$ cat src/rtl/score_keeper.sv
// Match controller: BCD scores, serve timing, pause and game-over sequencing.
// Optional macro WIN_BY_TWO_EN enables the deuce rule (lead of two, or reaching 99).
module score_keeper #(
    parameter int unsigned WIN_SCORE   = 11,
    parameter int unsigned SERVE_DELAY = 50,
    parameter int unsigned BLINK_HALF  = 25
) (
    input  logic       clk100Hz,
    input  logic       reset,
    input  logic       start,
    input  logic       pause,
    input  logic       point_1,
    input  logic       point_2,
    output logic [3:0] score_1_tens,
    output logic [3:0] score_1_ones,
    output logic [3:0] score_2_tens,
    output logic [3:0] score_2_ones,
    output logic       play_en,
    output logic       serve,
    output logic       game_over,
    output logic [1:0] winner,
    output logic       blink
);

    localparam logic [2:0] StIdle  = 3'd0;
    localparam logic [2:0] StServe = 3'd1;
    localparam logic [2:0] StPlay  = 3'd2;
    localparam logic [2:0] StPause = 3'd3;
    localparam logic [2:0] StOver  = 3'd4;

    localparam logic [7:0]  ServeLast = 8'(SERVE_DELAY - 1);
    localparam logic [15:0] BlinkLast = 16'(BLINK_HALF - 1);
    localparam logic [6:0]  WinValue  = 7'(WIN_SCORE);

    logic [2:0]  state_q, state_d;
    logic [7:0]  serve_cnt_q, serve_cnt_d;
    logic [15:0] blink_cnt_q, blink_cnt_d;
    // Scores held as {tens, ones} BCD bytes.
    logic [7:0]  score_1_q, score_1_d;
    logic [7:0]  score_2_q, score_2_d;
    logic [1:0]  winner_q, winner_d;
    logic        blink_q, blink_d;
    logic        serve_q, serve_d;
    logic        play_en_q;
    logic        game_over_q;

    function automatic logic [7:0] bcd_inc(input logic [7:0] s);
        if (s == 8'h99) return s;
        if (s[3:0] == 4'd9) return {s[7:4] + 4'd1, 4'd0};
        return {s[7:4], s[3:0] + 4'd1};
    endfunction

    function automatic logic [6:0] bcd_value(input logic [7:0] s);
        return 7'(s[7:4]) * 7'd10 + 7'(s[3:0]);
    endfunction

    logic [7:0] inc_1, inc_2;
    logic [6:0] new_1, new_2;
    logic       win_1, win_2;

    assign inc_1 = bcd_inc(score_1_q);
    assign inc_2 = bcd_inc(score_2_q);
    assign new_1 = bcd_value(inc_1);
    assign new_2 = bcd_value(inc_2);

`ifdef WIN_BY_TWO_EN
    logic [6:0] cur_1, cur_2;
    assign cur_1 = bcd_value(score_1_q);
    assign cur_2 = bcd_value(score_2_q);
    // Lead of two required, except that reaching the 99 cap always wins.
    assign win_1 = (new_1 >= WinValue && new_1 >= cur_2 + 7'd2) || new_1 == 7'd99;
    assign win_2 = (new_2 >= WinValue && new_2 >= cur_1 + 7'd2) || new_2 == 7'd99;
`else
    assign win_1 = new_1 >= WinValue;
    assign win_2 = new_2 >= WinValue;
`endif

    always_comb begin
        state_d     = state_q;
        serve_cnt_d = serve_cnt_q;
        blink_cnt_d = blink_cnt_q;
        score_1_d   = score_1_q;
        score_2_d   = score_2_q;
        winner_d    = winner_q;
        blink_d     = blink_q;
        serve_d     = 1'b0;
        case (state_q)
            StIdle: begin
                if (start) begin
                    state_d     = StServe;
                    serve_cnt_d = '0;
                end
            end
            StServe: begin
                if (!pause) begin
                    if (serve_cnt_q == ServeLast) begin
                        state_d     = StPlay;
                        serve_cnt_d = '0;
                        serve_d     = 1'b1;
                    end else begin
                        serve_cnt_d = serve_cnt_q + 8'd1;
                    end
                end
            end
            StPlay: begin
                if (point_1 ^ point_2) begin
                    if ((point_1 && win_1) || (point_2 && win_2)) begin
                        state_d     = StOver;
                        winner_d    = point_1 ? 2'b01 : 2'b10;
                        blink_d     = 1'b1;
                        blink_cnt_d = '0;
                    end else begin
                        state_d     = StServe;
                        serve_cnt_d = '0;
                    end
                    if (point_1) score_1_d = inc_1;
                    else         score_2_d = inc_2;
                end else if (!point_1 && pause) begin
                    // Simultaneous points count as a tick of play, so pause waits.
                    state_d = StPause;
                end
            end
            StPause: begin
                if (!pause) state_d = StPlay;
            end
            StOver: begin
                if (start) begin
                    state_d     = StServe;
                    serve_cnt_d = '0;
                    score_1_d   = '0;
                    score_2_d   = '0;
                    winner_d    = 2'b00;
                    blink_d     = 1'b0;
                    blink_cnt_d = '0;
                end else if (blink_cnt_q == BlinkLast) begin
                    blink_cnt_d = '0;
                    blink_d     = ~blink_q;
                end else begin
                    blink_cnt_d = blink_cnt_q + 16'd1;
                end
            end
            default: state_d = StIdle;
        endcase
    end

    always_ff @(posedge clk100Hz) begin
        if (reset) begin
            state_q     <= StIdle;
            serve_cnt_q <= '0;
            blink_cnt_q <= '0;
            score_1_q   <= '0;
            score_2_q   <= '0;
            winner_q    <= 2'b00;
            blink_q     <= 1'b0;
            serve_q     <= 1'b0;
            play_en_q   <= 1'b0;
            game_over_q <= 1'b0;
        end else begin
            state_q     <= state_d;
            serve_cnt_q <= serve_cnt_d;
            blink_cnt_q <= blink_cnt_d;
            score_1_q   <= score_1_d;
            score_2_q   <= score_2_d;
            winner_q    <= winner_d;
            blink_q     <= blink_d;
            serve_q     <= serve_d;
            play_en_q   <= (state_d == StPlay);
            game_over_q <= (state_d == StOver);
        end
    end

    assign score_1_tens = score_1_q[7:4];
    assign score_1_ones = score_1_q[3:0];
    assign score_2_tens = score_2_q[7:4];
    assign score_2_ones = score_2_q[3:0];
    assign play_en      = play_en_q;
    assign serve        = serve_q;
    assign game_over    = game_over_q;
    assign winner       = winner_q;
    assign blink        = blink_q;

endmodule

$ cat config.mk
export PLATFORM = sky130hd
export DESIGN_NAME = score_keeper
export DESIGN_NICKNAME = d
export VERILOG_FILES = /design/src/rtl/score_keeper.sv
export SDC_FILE = /design/constraint.sdc
export NUM_CORES = 1
export LEC_CHECK = 0
export ABC_AREA = 0
export CAP_MARGIN = 20
export CORE_MARGIN = 1.5
export CORE_UTILIZATION = 50
export CTS_CLUSTER_DIAMETER = 50
export DETAILED_ROUTE_END_ITERATION = 12
export GPL_ROUTABILITY_DRIVEN = 1
export PLACE_DENSITY = 0.71
export SETUP_SLACK_MARGIN = 0.02
export SKIP_LAST_GASP = 1
export SYNTH_ARGS = -nofsm -noshare
export SYNTH_HDL_FRONTEND = slang
export SYNTH_SLANG_ARGS = --single-unit
$ cat constraint.sdc
create_clock -name clk100Hz -period 12.75 [get_ports clk100Hz]
set_input_delay 1.275 -clock clk100Hz [delete_from_list [all_inputs] [get_ports clk100Hz]]
set_output_delay 1.275 -clock clk100Hz [all_outputs]
set_load 0.01 [all_outputs]
Word level (Yosys, flattened, before mapping). Cells that the tools add are included.

Bits in writable memories: 0. Latch bits: 0. Input bits: 6. Memories kept: 0. Memory bits (read-only): 0. Logic and storage cells: 112. Register bits after elaboration: 49.

Equality and inequality tests: 21. Bitwise operators: 3. Shift operators: 0. Magnitude comparators: 2. Divide/modulo/power cells: 0. Reductions and logical operators: 16. $mul: 2. Add/subtract/negate cells: 8. Multiplexer cells: 50.

Operators with widths (number): 8-bit two-way mux (17); 16-bit two-way mux (4); 16-bit one-hot mux with 2 select lines (1); 8-bit one-hot mux with 2 select lines (2); 8-bit one-hot mux with 3 select lines (1); 3-bit two-way mux (7); 16-bit by 1-bit adder with 16-bit output (second input constant) (1); 4-bit by 1-bit adder with 4-bit output (second input constant) (4); 16-bit by 5-bit == test with 1-bit output (second input constant) (1); 8-bit == test (second input constant) (2); 4-bit AND reduction (4); 7-bit by 4-bit adder with 7-bit output (2); 7-bit by 4-bit greater-or-equal comparator with 1-bit output (second input constant) (2); 2-bit != test (second input constant) (7); 4-bit by 3-bit multiplier with 6-bit output (second input constant) (2); 3-bit one-hot mux with 4 select lines (1); 1-bit two-way mux (11); 3-bit by 2-bit == test with 1-bit output (second input constant) (3); 8-bit by 1-bit adder with 8-bit output (second input constant) (1); 4-bit == test (second input constant) (2); 8-bit by 6-bit == test with 1-bit output (second input constant) (1); 2-bit two-way mux (4); 3-bit == test (second input constant) (2); 5-bit AND reduction (1); other kinds (16) (19).

Depth between registers and ports, before layout. Gate-level depths: netlist (run 1).

Word-level depth: 14. Gate-level depth with buffers: 19. Gate-level depth less buffers: 18.

Worst setup path after synthesis (run 1). OpenSTA, ideal clock, no wires.

Kind: reg2reg. From: register score_1_q[0]. To: register serve_cnt_q[1]. Stages on the path, launching flop included: 18. Data arrival time: 4.323 ns. Library setup time: 0.066 ns. Slack: 8.361 ns. Buffers on the path: 1. Path through: dfxtp_1 ha_1 nand3b_4 nor2_1 nor2_1 a21oi_1 ha_1 ha_1 inv_1 fa_1 nor4b_2 a211oi_1 or4bb_1 a311oi_2 buf_6 o21ai_4 or3_1 a21oi_2.

Word-level cells in the longest chain between the ends: 12.

Ends and longest elaborated chain: start: declaration (RTL line 39) `logic [7:0] score_1_q, score_1_d;`; start signal: assignment (RTL line 162) `score_1_q <= score_1_d;`; 4-bit == test (RTL line 49) `if (s[3:0] == 4'd9) return {s[7:4] + 4'd1, 4'd0};`; 1-bit two-way mux (2 in series) (RTL line 49); 8-bit two-way mux (RTL line 50) `return {s[7:4], s[3:0] + 4'd1};`; 8-bit two-way mux (*) (RTL line 49); 4-bit by 3-bit multiplier with 6-bit output (RTL line 54) `return 7'(s[7:4]) * 7'd10 + 7'(s[3:0]);`; 7-bit by 4-bit adder with 7-bit output (*) (RTL line 54); 7-bit by 4-bit greater-or-equal comparator with 1-bit output (*) (RTL line 74) `assign win_1 = new_1 >= WinValue;`; 1-bit logical AND (*) (RTL line 107) `if ((point_1 && win_1) || (point_2 && win_2)) begin`; 1-bit logical OR (*) (RTL line 107); 2-bit != test (no line) (*); 5-bit AND reduction (no line) (*); end signal: assignment (RTL line 160) `serve_cnt_q <= serve_cnt_d;`; end: declaration (RTL line 36) `logic [7:0] serve_cnt_q, serve_cnt_d;`.

Every way passes the cells marked *; elsewhere a longest branch is shown, timed or not. The select of a mux whose other input is x is not followed. A chain may end at the register's enable or synchronous reset.

Final worst setup path (run 1).
From: register score_1_q[0]. To: register blink_cnt_q[13].

Word-level cells in the longest chain between the ends: 12.

Ends and longest elaborated chain: 4-bit == test (RTL line 49); 1-bit two-way mux (2 in series) (RTL line 49); 8-bit two-way mux (RTL line 50); 8-bit two-way mux (*) (RTL line 49); 4-bit by 3-bit multiplier with 6-bit output (RTL line 54); 7-bit by 4-bit adder with 7-bit output (*) (RTL line 54); 7-bit by 4-bit greater-or-equal comparator with 1-bit output (*) (RTL line 74); 1-bit logical AND (*) (RTL line 107); 1-bit logical OR (*) (RTL line 107); 2-bit != test (no line) (*); 3-bit AND reduction (no line) (*); end signal: assignment (RTL line 161) `blink_cnt_q <= blink_cnt_d;`; end: declaration (RTL line 37) `logic [15:0] blink_cnt_q, blink_cnt_d;`.

Marked as above.

==> reports/metrics.yaml, run 1 <==
run_status:
  status: "finished, violations left"
  violations: "DRC"
worst_setup_path:
  cp.arrival_ns: 5.75
  path_class: "reg2reg"
  critPathBufInv: 1
  rr_worst_depth: 16
  timing.rr.end: "blink_cnt_q[13]"
  slowest_delay_ns: 0.65
  critPathSlowestCell: "a311oi_2"
  cp_top_family: "compound AO/OA/AOI/OAI gates"
  cp-end-kind: "register"
  crit_fanout: 12
  crit_chain: "ha_1 -> nand3b_4 -> nor2_1 -> nor2_1 -> a21oi_1 -> ha_1 -> ha_1 -> inv_1 -> fa_1 -> nor4b_2 -> a211oi_1 -> or4bb_1 -> a311oi_2 -> a21oi_1 -> a21o_1 -> nor2_1"
  start_kind: "register"
  r2r-start: "score_1_q[0]"
  required_ns: 13.01
  r2r_slack_ns: 7.26
clocking:
  htreeDepth: 2
  cts_resized: 0
  clockRootBuffer: "clkbuf_8"
  cts.path.max_buffers: 2
  cts-buffers-inserted: 5
  clk_pin_slew_ns: 0.10
  cts_sinks: 49
  cts-hold-fix-buffers: 0
  post_cts_buffers: 0
  clk_latency_ns: 0.32
  cts_tree: "yes"
flow_run:
  maxCapViolations: 0
routing:
  vias_per_cell: 5.83
  drt_iter0_markers: 176
  drt_pass1_iterations: 9
  wirelength_um: 7520
  drc: 3
  vias: 2966
  wl_per_cell_um: 14.8
  ant_nets: 0
sta:
  tightest_slew_ns: 0.948
  fin_crit_sh_pct: 43.1
  finalWorstSetupSlack_ns: 7.26
  slew_headroom_pct: 36.8
  drv_slew: 0
  tns_ns: 0
  period_needed_ns: 5.49
  hold_violations: 0
  setup_viol: 0
  rsz0062_at_grt: "no"
  worst_clock_skew_ns: 0.00577
  fmax_mhz: 182
synthesis:
  ys_types: 60
  yosysMostFrequentCell: "nor2_1"
  synth_top_area_share_pct: 29.2
  synth_cells: 406
  yosysTopAreaCell: "dfxtp_1"
  avgSynthCellArea_sq_um: 8.27
  synthTopCellsByArea: "dfxtp_1 (29%), ha_1 (8.9%), nor2_1 (6.6%)"
  synth_fp_nets: 440
  netlist_area_sq_um: 3360
  synth_edf_count: 0
  synth-main-ff-cell: "dfxtp_1"
  ys_top_cells_by_count: "nor2_1 (59), dfxtp_1 (49), a21oi_1 (34)"
  ys_seq_area_share_pct: 29.2
  ys_ff_latch: 49
  yosysWarnings: 0
  synthArstFlopShare_pct: 0
power:
  power_uw: 266
  power_density_nw_per_um2: 71.1
  power.leakage_nw: 1.44
  peakVddDrop_uv: 44.7
global_route:
  grt_usage_pct: 21.7
  grt_pass1_vias: 2730
  grt_max_degree: 42
  antenna_found_initial: 0
  grt_overflow: 0
  grt_pass1_wl_um: 12900
floorplan:
  fp.dieW_um: 85.0
  die_h_um: 85.0
  initial_core_util_pct: 52.3
  num_rows: 29
  io_pins: 28
  design.core.area_sq_um: 6420
  die_area_sq_um: 7220
placed_design:
  io_buffer_count: 27
  hpwl_um: 5290
  placedCellCount: 501
  place_congestion: 0.818
  place_ws_ns: 7.35
hold_path:
  min_from: "serve_cnt_q[1]"
  hold_class: "reg2reg"
  hold-path-endpoint: "serve_cnt_q[1]"
  hold_depth: 2
layout:
  drive_gt1_share_pct: 6.94
  seq_area_sq_um: 981
  diodes: 0
  fin_nets: 465
  areaGrowthSynthToFinish_pct: 11.5
  layout.cells.non_filler: 509
  multi_input_area_sq_um: 2210
  fillers: 602
[per-stage QoR]
stage                     hold slack (ns)  utilization (%)  instance area, sq um
after floorplan                     0.455                -                  3360
after global placement              0.480             56.9                  3660
after detailed placement            0.494             56.9                  3660
after CTS                           0.511             58.3                  3750
after global routing                0.530             58.3                  3750
final                               0.509             58.3                  3750
[worst min-delay path: cells and delay by family (launching register included)]
family / cells / cell delay, ns
flops: 1 / 0.35
compound gates: 1 / 0.05
simple gates: 1 / 0.08
[kinds of logic (layout without fill, tap and decap cells)]
logic type	Yosys count	in the layout	share of synthesized area, %
compound gates	100	100	19.2
fa+ha+maj	28	28	11.3
simple gates	173	173	28.9
buf+inv	34	60	4.96
xor+xnor	17	17	4.84
flops	49	49	29.2
mux	5	5	1.56
[area by class of cell]
class | instances | area share, %
clock inverter | 3 | 0.568
multi-input combinational | 323 | 59.0
tap | 77 | 2.57
clock buffer | 5 | 1.84
sequential | 49 | 26.2
inverter | 24 | 2.40
timing repair buffer | 28 | 7.41
[per-layer routing]
layer / global-route usage, % / vias to the layer above / wire length (um)
met5: 0 / - / 0
met4: 5.22 / 0 / 70
met3: 3.40 / 8 / 256
met2: 35.0 / 63 / 3430
met1: 30.3 / 1385 / 3760
li1: - / 1510 / -
[sequential cells by signal, indices dropped and copies added (netlist names)]
register,flops
winner,2
serve,1
blink,1
score_2_q,8
serve_cnt_q,8
state_q,3
blink_cnt_q,16
game_over,1
play_en,1
score_1_q,8
[where the power goes]
part           internal, mW  leakage, nW  total, mW  switching, mW
combinational       0.00469        0.998     0.0128        0.00810
clock                0.0391       0.0445     0.0995         0.0603
sequential            0.153        0.395      0.154       0.000790
[worst max-delay path by stage]
stage                            start               to  slack (ns)  cells after the start
after detailed placement  score_1_q[0]  blink_cnt_q[13]        7.35                     16
after global placement    score_1_q[0]   blink_cnt_q[1]        7.58                     16
after CTS                 score_1_q[0]  blink_cnt_q[13]        7.29                     16
after floorplan           score_1_q[0]   serve_cnt_q[1]        8.36                     17
after global routing      score_1_q[0]   blink_cnt_q[1]        6.83                     16
final                     score_1_q[0]  blink_cnt_q[13]        7.26                     16
[placed cells by master (no fill, tap or decap), types with 4 or more instances in the layout]
cell             Yosys  layout
a311oi_1             6       6
dfxtp_1             49      49
nand2_1             24      24
nor2b_1              6       6
xnor2_1             10      10
or3b_2               4       4
clkbuf_8             3       5
nor2_1              59      59
nand3b_1             7       7
clkdlybuf4s50_1      0      27
nand3_1             17      17
ha_1                24      24
or3_1                6       6
a31oi_1              5       5
a22oi_1             10      10
fa_1                 4       4
and3b_1              4       4
nor3_1               8       8
xor2_1               6       6
o21ai_0             21      21
inv_1               24      24
a21oi_1             34      34
and3_1               4       4
a211oi_1             5       5
nand2b_1             8       8
Note: power is estimated with default switching activity, not from simulation.
==> run 2, diff against run 1 <==
- clock period: 12.75 -> 5.2 ns (I/O delays scaled with it)
==> run 2 against run 1 <==
  * Utilization grew 0.37 points
  * Clock power grew 140%
  * Worst hold slack lost 0.0089 ns
  * Setup slack lost 6.8 ns
  * Sequential share of layout area shrank 0.17 points
  * Via count shrank 0.27%
  * Highest routed layer unchanged
  * Critical endpoint is now serve_cnt_q[1]
  * The flow still finishes with violations (DRC)
==> reports/metrics.yaml, run 2 (synthesis results as in run 1) <==
layout:
  areaGrowthSynthToFinish_pct: 12.3
  top_register: "blink_cnt_q"
  multi_input_area_sq_um: 2230  # +0.68%
  diodes: 0  # unchanged
  drive_gt1_share_pct: 7.62  # +0.68 points
  largest_register_ffs: 16  # unchanged
  fin_nets: 466  # +0.22%
  fillers: 570  # -5.3%
  seq_area_sq_um: 981  # unchanged
  mostFrequentLayoutCells: "nor2_1 (58), dfxtp_1 (49), a21oi_1 (33)"
  final_common_cell: "nor2_1"
hold_path:
  hold_class: "reg2reg"
  min_from: "serve_cnt_q[1]"
  hold-path-endpoint: "serve_cnt_q[1]"
  hold_depth: 2  # unchanged
worst_setup_path:
  cp-end-kind: "register"
  slowest_delay_ns: 0.54  # -0.11 ns
  path_class: "reg2reg"
  r2r-start: "score_1_q[0]"
  crit_chain: "ha_1 -> nand3b_4 -> nor2_2 -> nor2_1 -> a21oi_1 -> ha_1 -> ha_1 -> inv_1 -> fa_1 -> nor4b_4 -> a211oi_1 -> or4bb_1 -> a311oi_2 -> buf_4 -> o21ai_4 -> or3_1 -> a21oi_2"
  cp.arrival_ns: 5.00  # -0.75 ns
  cp_top_family: "simple AND/OR/NAND/NOR gates"
  required_ns: 5.44  # -7.57 ns
  timing.rr.end: "serve_cnt_q[1]"
  r2r_slack_ns: 0.44  # -6.82 ns
  rr_worst_depth: 17  # +1
  critPathBufInv: 2  # +1
  start_kind: "register"
  critPathSlowestCell: "or4bb_1"
  crit_fanout: 10  # -2
  cpMostUsedCell: "ha_1"
sta:
  hold_violations: 0  # unchanged
  fmax_mhz: 210  # +15%
  period_needed_ns: 4.76  # -0.731 ns
  slew_headroom_pct: 34.1  # -2.6 points
  drv_slew: 0  # unchanged
  tns_ns: 0  # unchanged
  finalWorstSetupSlack_ns: 0.437  # -6.82 ns
  fin_crit_sh_pct: 91.6  # +49 points
  rsz0062_at_grt: "no"
  worst_clock_skew_ns: 0.00932  # +0.00355 ns
  tightest_slew_ns: 0.981  # +0.0322 ns
  setup_viol: 0  # unchanged
routing:
  wl_per_cell_um: 14.7  # -0.86%
  drt_pass1_iterations: 9  # unchanged
  drc: 3  # unchanged
  ant_nets: 0  # unchanged
  drt_iter0_markers: 220  # +25%
  vias: 2958  # -0.27%
  vias_per_cell: 5.80  # -0.47%
  wirelength_um: 7470  # -0.66%
clocking:
  cts_resized: 0  # unchanged
  clk_latency_ns: 0.31  # about the same
  cts-buffers-inserted: 5  # unchanged
  cts_sinks: 49  # unchanged
  htreeDepth: 2  # unchanged
  cts-hold-fix-buffers: 0  # unchanged
  cts.path.max_buffers: 2  # unchanged
  clk_pin_slew_ns: 0.10  # about the same
  cts_tree: "yes"
  clockRootBuffer: "clkbuf_8"
  post_cts_buffers: 0  # unchanged
floorplan:
  die_h_um: 85.0  # unchanged
  initial_core_util_pct: 52.3  # unchanged
  die_area_sq_um: 7220  # unchanged
  num_rows: 29  # unchanged
  fp.dieW_um: 85.0  # unchanged
  design.core.area_sq_um: 6420  # unchanged
  io_pins: 28  # unchanged
global_route:
  grt_max_degree: 23  # -45%
  grt_pass1_wl_um: 13000  # +0.91%
  grt_usage_pct: 21.9  # +0.28 points
  grt_overflow: 0  # unchanged
  antenna_found_initial: 0  # unchanged
  grt_pass1_vias: 2794  # +2.3%
flow_run:
  maxCapViolations: 0  # unchanged
power:
  power_density_nw_per_um2: 171  # +140%
  peakVddDrop_uv: 90.2  # +100%
  power.leakage_nw: 1.46  # +1.9%
placed_design:
  place_ws_ns: 0.367  # -6.98 ns
  io_buffer_count: 27  # unchanged
  hpwl_um: 5470  # +3.4%
  place_congestion: 0.859  # +4.9%
run_status:
  violations: "DRC"
  status: "finished, violations left"
==> run 2: through the flow <==
stage                     total power, mW  cells  utilization [%]  hold WS, ns  instance area, sq um
after floorplan                     0.409    406                -        0.455                  3360
final                               0.646    510             58.7        0.501                  3770
after global placement              0.417    502             57.0        0.480                  3660
after global routing                0.669    510             58.7        0.537                  3770
after CTS                           0.653    510             58.5        0.499                  3750
after detailed placement            0.418    502             57.0        0.483                  3660
==> run 2: worst max path at each step <==
stage	startpoint	cells past startpoint	slack [ns]	end
global route	score_1_q[0]	17	0.11	serve_cnt_q[1]
detailed placement	score_1_q[0]	16	0.37	blink_cnt_q[0]
finish	score_1_q[0]	17	0.44	serve_cnt_q[1]
CTS	score_1_q[0]	16	0.32	blink_cnt_q[0]
global placement	score_1_q[0]	16	0.52	blink_cnt_q[1]
floorplan	score_1_q[0]	17	0.81	serve_cnt_q[1]
==> run 2: where the power goes <==
group          internal [mW]  switching [mW]  leakage (nW)
logic                 0.0116          0.0196          1.02
clock network         0.0958           0.141        0.0481
registers              0.376         0.00202         0.395
==> run 2: final cells by class <==
cell class	count	area share, %
clock buffer	5	1.83
multi-input combinational	323	59.0
tap	77	2.56
clock inverter	3	0.597
sequential	49	26.0
timing repair buffer	29	7.57
inverter	24	2.39
==> run 2: routing by layer <==
metal	part of all wire (%)	vias to the layer above	wire length (um)	track usage (%)
met5	0	-	0	0
met4	1.4	0	107	6.11
met3	3.6	9	271	3.31
met2	46	51	3440	36.7
met1	49	1387	3660	29.6
li1	-	1511	-	-
==> run 2: tightest hold or removal path, cell delays in order (launching register included) <==
cell,delay (ns)
dfxtp_1,0.34
nand2_1,0.08
a21oi_2,0.05
==> run 3, diff against run 2 <==
--- a/config.mk
+++ b/config.mk
@@ -8,2 +8,3 @@
 export ABC_AREA = 0
+export ABC_CLOCK_PERIOD_IN_PS = 5410
 export CAP_MARGIN = 20
==> constraint.sdc (replaced) <==
create_clock -name clk100Hz -period 5.41 [get_ports clk100Hz]
set_input_delay 1.3525 -clock clk100Hz [delete_from_list [all_inputs] [get_ports clk100Hz]]
set_output_delay 1.3525 -clock clk100Hz [all_outputs]
set_load 0.01 [all_outputs]
==> run 3 against run 2 <==
  * The flow still finishes with violations (DRC)
  * Final area fell by 0.33%
  * Die area stayed put
  * Power fell by 2.6%
  * Critical path type unchanged
  * Largest cell class unchanged
==> reports/metrics.yaml, run 3 (synthesis results as in run 1) <==
placed_design:
  io_buffer_count: 27  # unchanged
  placedCellCount: 502  # unchanged
  dpl_cell_area_sq_um: 3660  # unchanged
  place_congestion: 0.866  # +0.85%
  hpwl_um: 5320  # -2.6%
  place_ws_ns: 0.587  # +0.220 ns
routing:
  drt-met1-wl_um: 3680  # +0.60%
  vias: 2924  # -1.1%
  ant_nets: 0  # unchanged
  highest_layer: "met4"
  route.met2.wl_um: 3350  # -2.5%
  vias_per_cell: 5.73  # -1.1%
  drt_iter0_markers: 176  # -20%
  drc: 3  # unchanged
  route.met3.wl_um: 287  # +5.9%
  wl_per_cell_um: 14.5  # -0.86%
  wirelength_um: 7410  # -0.86%
  drt_pass1_iterations: 9  # unchanged
sta:
  drv_slew: 0  # unchanged
  tns_ns: 0  # unchanged
  worst_clock_skew_ns: 0.0121  # +0.00276 ns
  fin_crit_sh_pct: 89.6  # -2.0 points
  rsz0062_at_grt: "no"
  fmax_mhz: 206  # -1.8%
  finalWorstSetupSlack_ns: 0.561  # +0.124 ns
  period_needed_ns: 4.85  # +0.0861 ns
  hold_violations: 0  # unchanged
  hold_slack_ns: 0.505  # +0.00488 ns
  setup_viol: 0  # unchanged
  tightest_slew_ns: 0.945  # -0.0360 ns
  slew_headroom_pct: 36.5  # +2.4 points
worst_setup_path:
  required_ns: 5.67  # +0.23 ns
  crit_start: "score_1_q[0]"
  start_kind: "register"
  r2r_slack_ns: 0.56  # +0.12 ns
  cp.arrival_ns: 5.11  # +0.11 ns
  crit_fanout: 12  # +2
  timing.rr.end: "blink_cnt_q[1]"
  cp-end-kind: "register"
  rr_worst_depth: 16  # -1
  path_class: "reg2reg"
  cp-endpoint: "blink_cnt_q[1]"
  r2r-start: "score_1_q[0]"
clocking:
  cts_tree: "yes"
  clockRootBuffer: "clkbuf_8"
  clk_pin_slew_ns: 0.11  # about the same
  post_cts_buffers: 0  # unchanged
  cts.path.max_buffers: 2  # unchanged
  htreeDepth: 2  # unchanged
  clk_latency_ns: 0.32  # about the same
  cts_resized: 0  # unchanged
  cts-hold-fix-buffers: 0  # unchanged
  cts-buffers-inserted: 5  # unchanged
  cts_sinks: 49  # unchanged
global_route:
  antenna_found_initial: 0  # unchanged
  grt_pass1_wl_um: 12700  # -2.4%
  grt_pass1_vias: 2691  # -3.7%
  grt_max_degree: 24  # +4.3%
  grt_usage_pct: 21.6  # -0.37 points
  grt_overflow: 0  # unchanged
run_status:
  status: "finished, violations left"
  violations: "DRC"
hold_path:
  hold_class: "reg2reg"
floorplan:
  die_h_um: 85.0  # unchanged
  fp.dieW_um: 85.0  # unchanged
  die_area_sq_um: 7220  # unchanged
  design.core.area_sq_um: 6420  # unchanged
  num_rows: 29  # unchanged
  initial_core_util_pct: 52.3  # unchanged
  io_pins: 28  # unchanged
power:
  power_density_nw_per_um2: 167  # -2.3%
  power.leakage_nw: 1.44  # -1.5%
  peakVddDrop_uv: 106  # +18%
  power_uw: 629  # -2.6%
layout:
  fillers: 603  # +5.8%
  drive_gt1_share_pct: 7.16  # -0.46 points
  areaGrowthSynthToFinish_pct: 11.9
  layout.cells.non_filler: 510  # unchanged
  diodes: 0  # unchanged
  fin_util_pct: 58.5  # -0.19 points
  fin_area_sq_um: 3760  # -0.33%
  fin_nets: 466  # unchanged
  mostFrequentLayoutCells: "nor2_1 (59), dfxtp_1 (49), a21oi_1 (34)"
  largest_register_ffs: 16  # unchanged
  final_common_cell: "nor2_1"
  top_register: "blink_cnt_q"
flow_run:
  maxCapViolations: 0  # unchanged
-- run 3: cell count changes in the layout (fill, tap and decap cells not counted), sizes merged --
cell and change:
clkinv -2, inv +1, clkinvlp +1
-- run 3: area by class of cell --
| type | instances | area, sq um | area share [%] |
|---|---|---|---|
| sequential | 49 | 981 | 26.1 |
| multi-input combinational | 323 | 2210 | 58.8 |
| clock inverter | 3 | 25.0 | 0.666 |
| timing repair buffer | 29 | 285 | 7.59 |
| inverter | 24 | 90.1 | 2.40 |
| clock buffer | 5 | 68.8 | 1.83 |
| tap | 77 | 96.3 | 2.56 |
-- run 3: worst max-delay path, cell delays in order (launching register included) --
cell and delay [ns]:
dfxtp_1 0.48, ha_1 0.26, nand3b_4 0.14, nor2_1 0.36, nor2_1 0.08, a21oi_1 0.27
ha_1 0.30, ha_1 0.20, inv_1 0.07, fa_1 0.45, nor4b_2 0.47, a211oi_1 0.09
or4bb_1 0.53, a311oi_2 0.26, a21oi_1 0.34, a21o_1 0.37, nor2_1 0.13
-- run 3: where the power goes --
part / leakage [nW] / internal [mW] / switching (mW)
sequential: 0.395 / 0.362 / 0.00191
combinational: 1.00 / 0.0111 / 0.0191
clock: 0.0447 / 0.0937 / 0.142
-- run 3: worst min-delay path by stage --
| stage | start | to | cells after the start |
|---|---|---|---|
| finish | serve_cnt_q[7] | serve_cnt_q[7] | 2 |
| global route | serve_cnt_q[1] | serve_cnt_q[1] | 2 |
| CTS | serve_cnt_q[7] | serve_cnt_q[7] | 2 |
| detailed placement | serve_cnt_q[7] | serve_cnt_q[7] | 2 |
| global placement | serve_cnt_q[7] | serve_cnt_q[7] | 2 |
| floorplan | serve_cnt_q[7] | serve_cnt_q[7] | 2 |
-- run 3: layer usage --
metal / vias to the layer above / track usage, %
li1: 1511 / -
met5: - / 0
met2: 56 / 34.0
met3: 9 / 3.99
met4: 0 / 7.45
met1: 1348 / 29.7
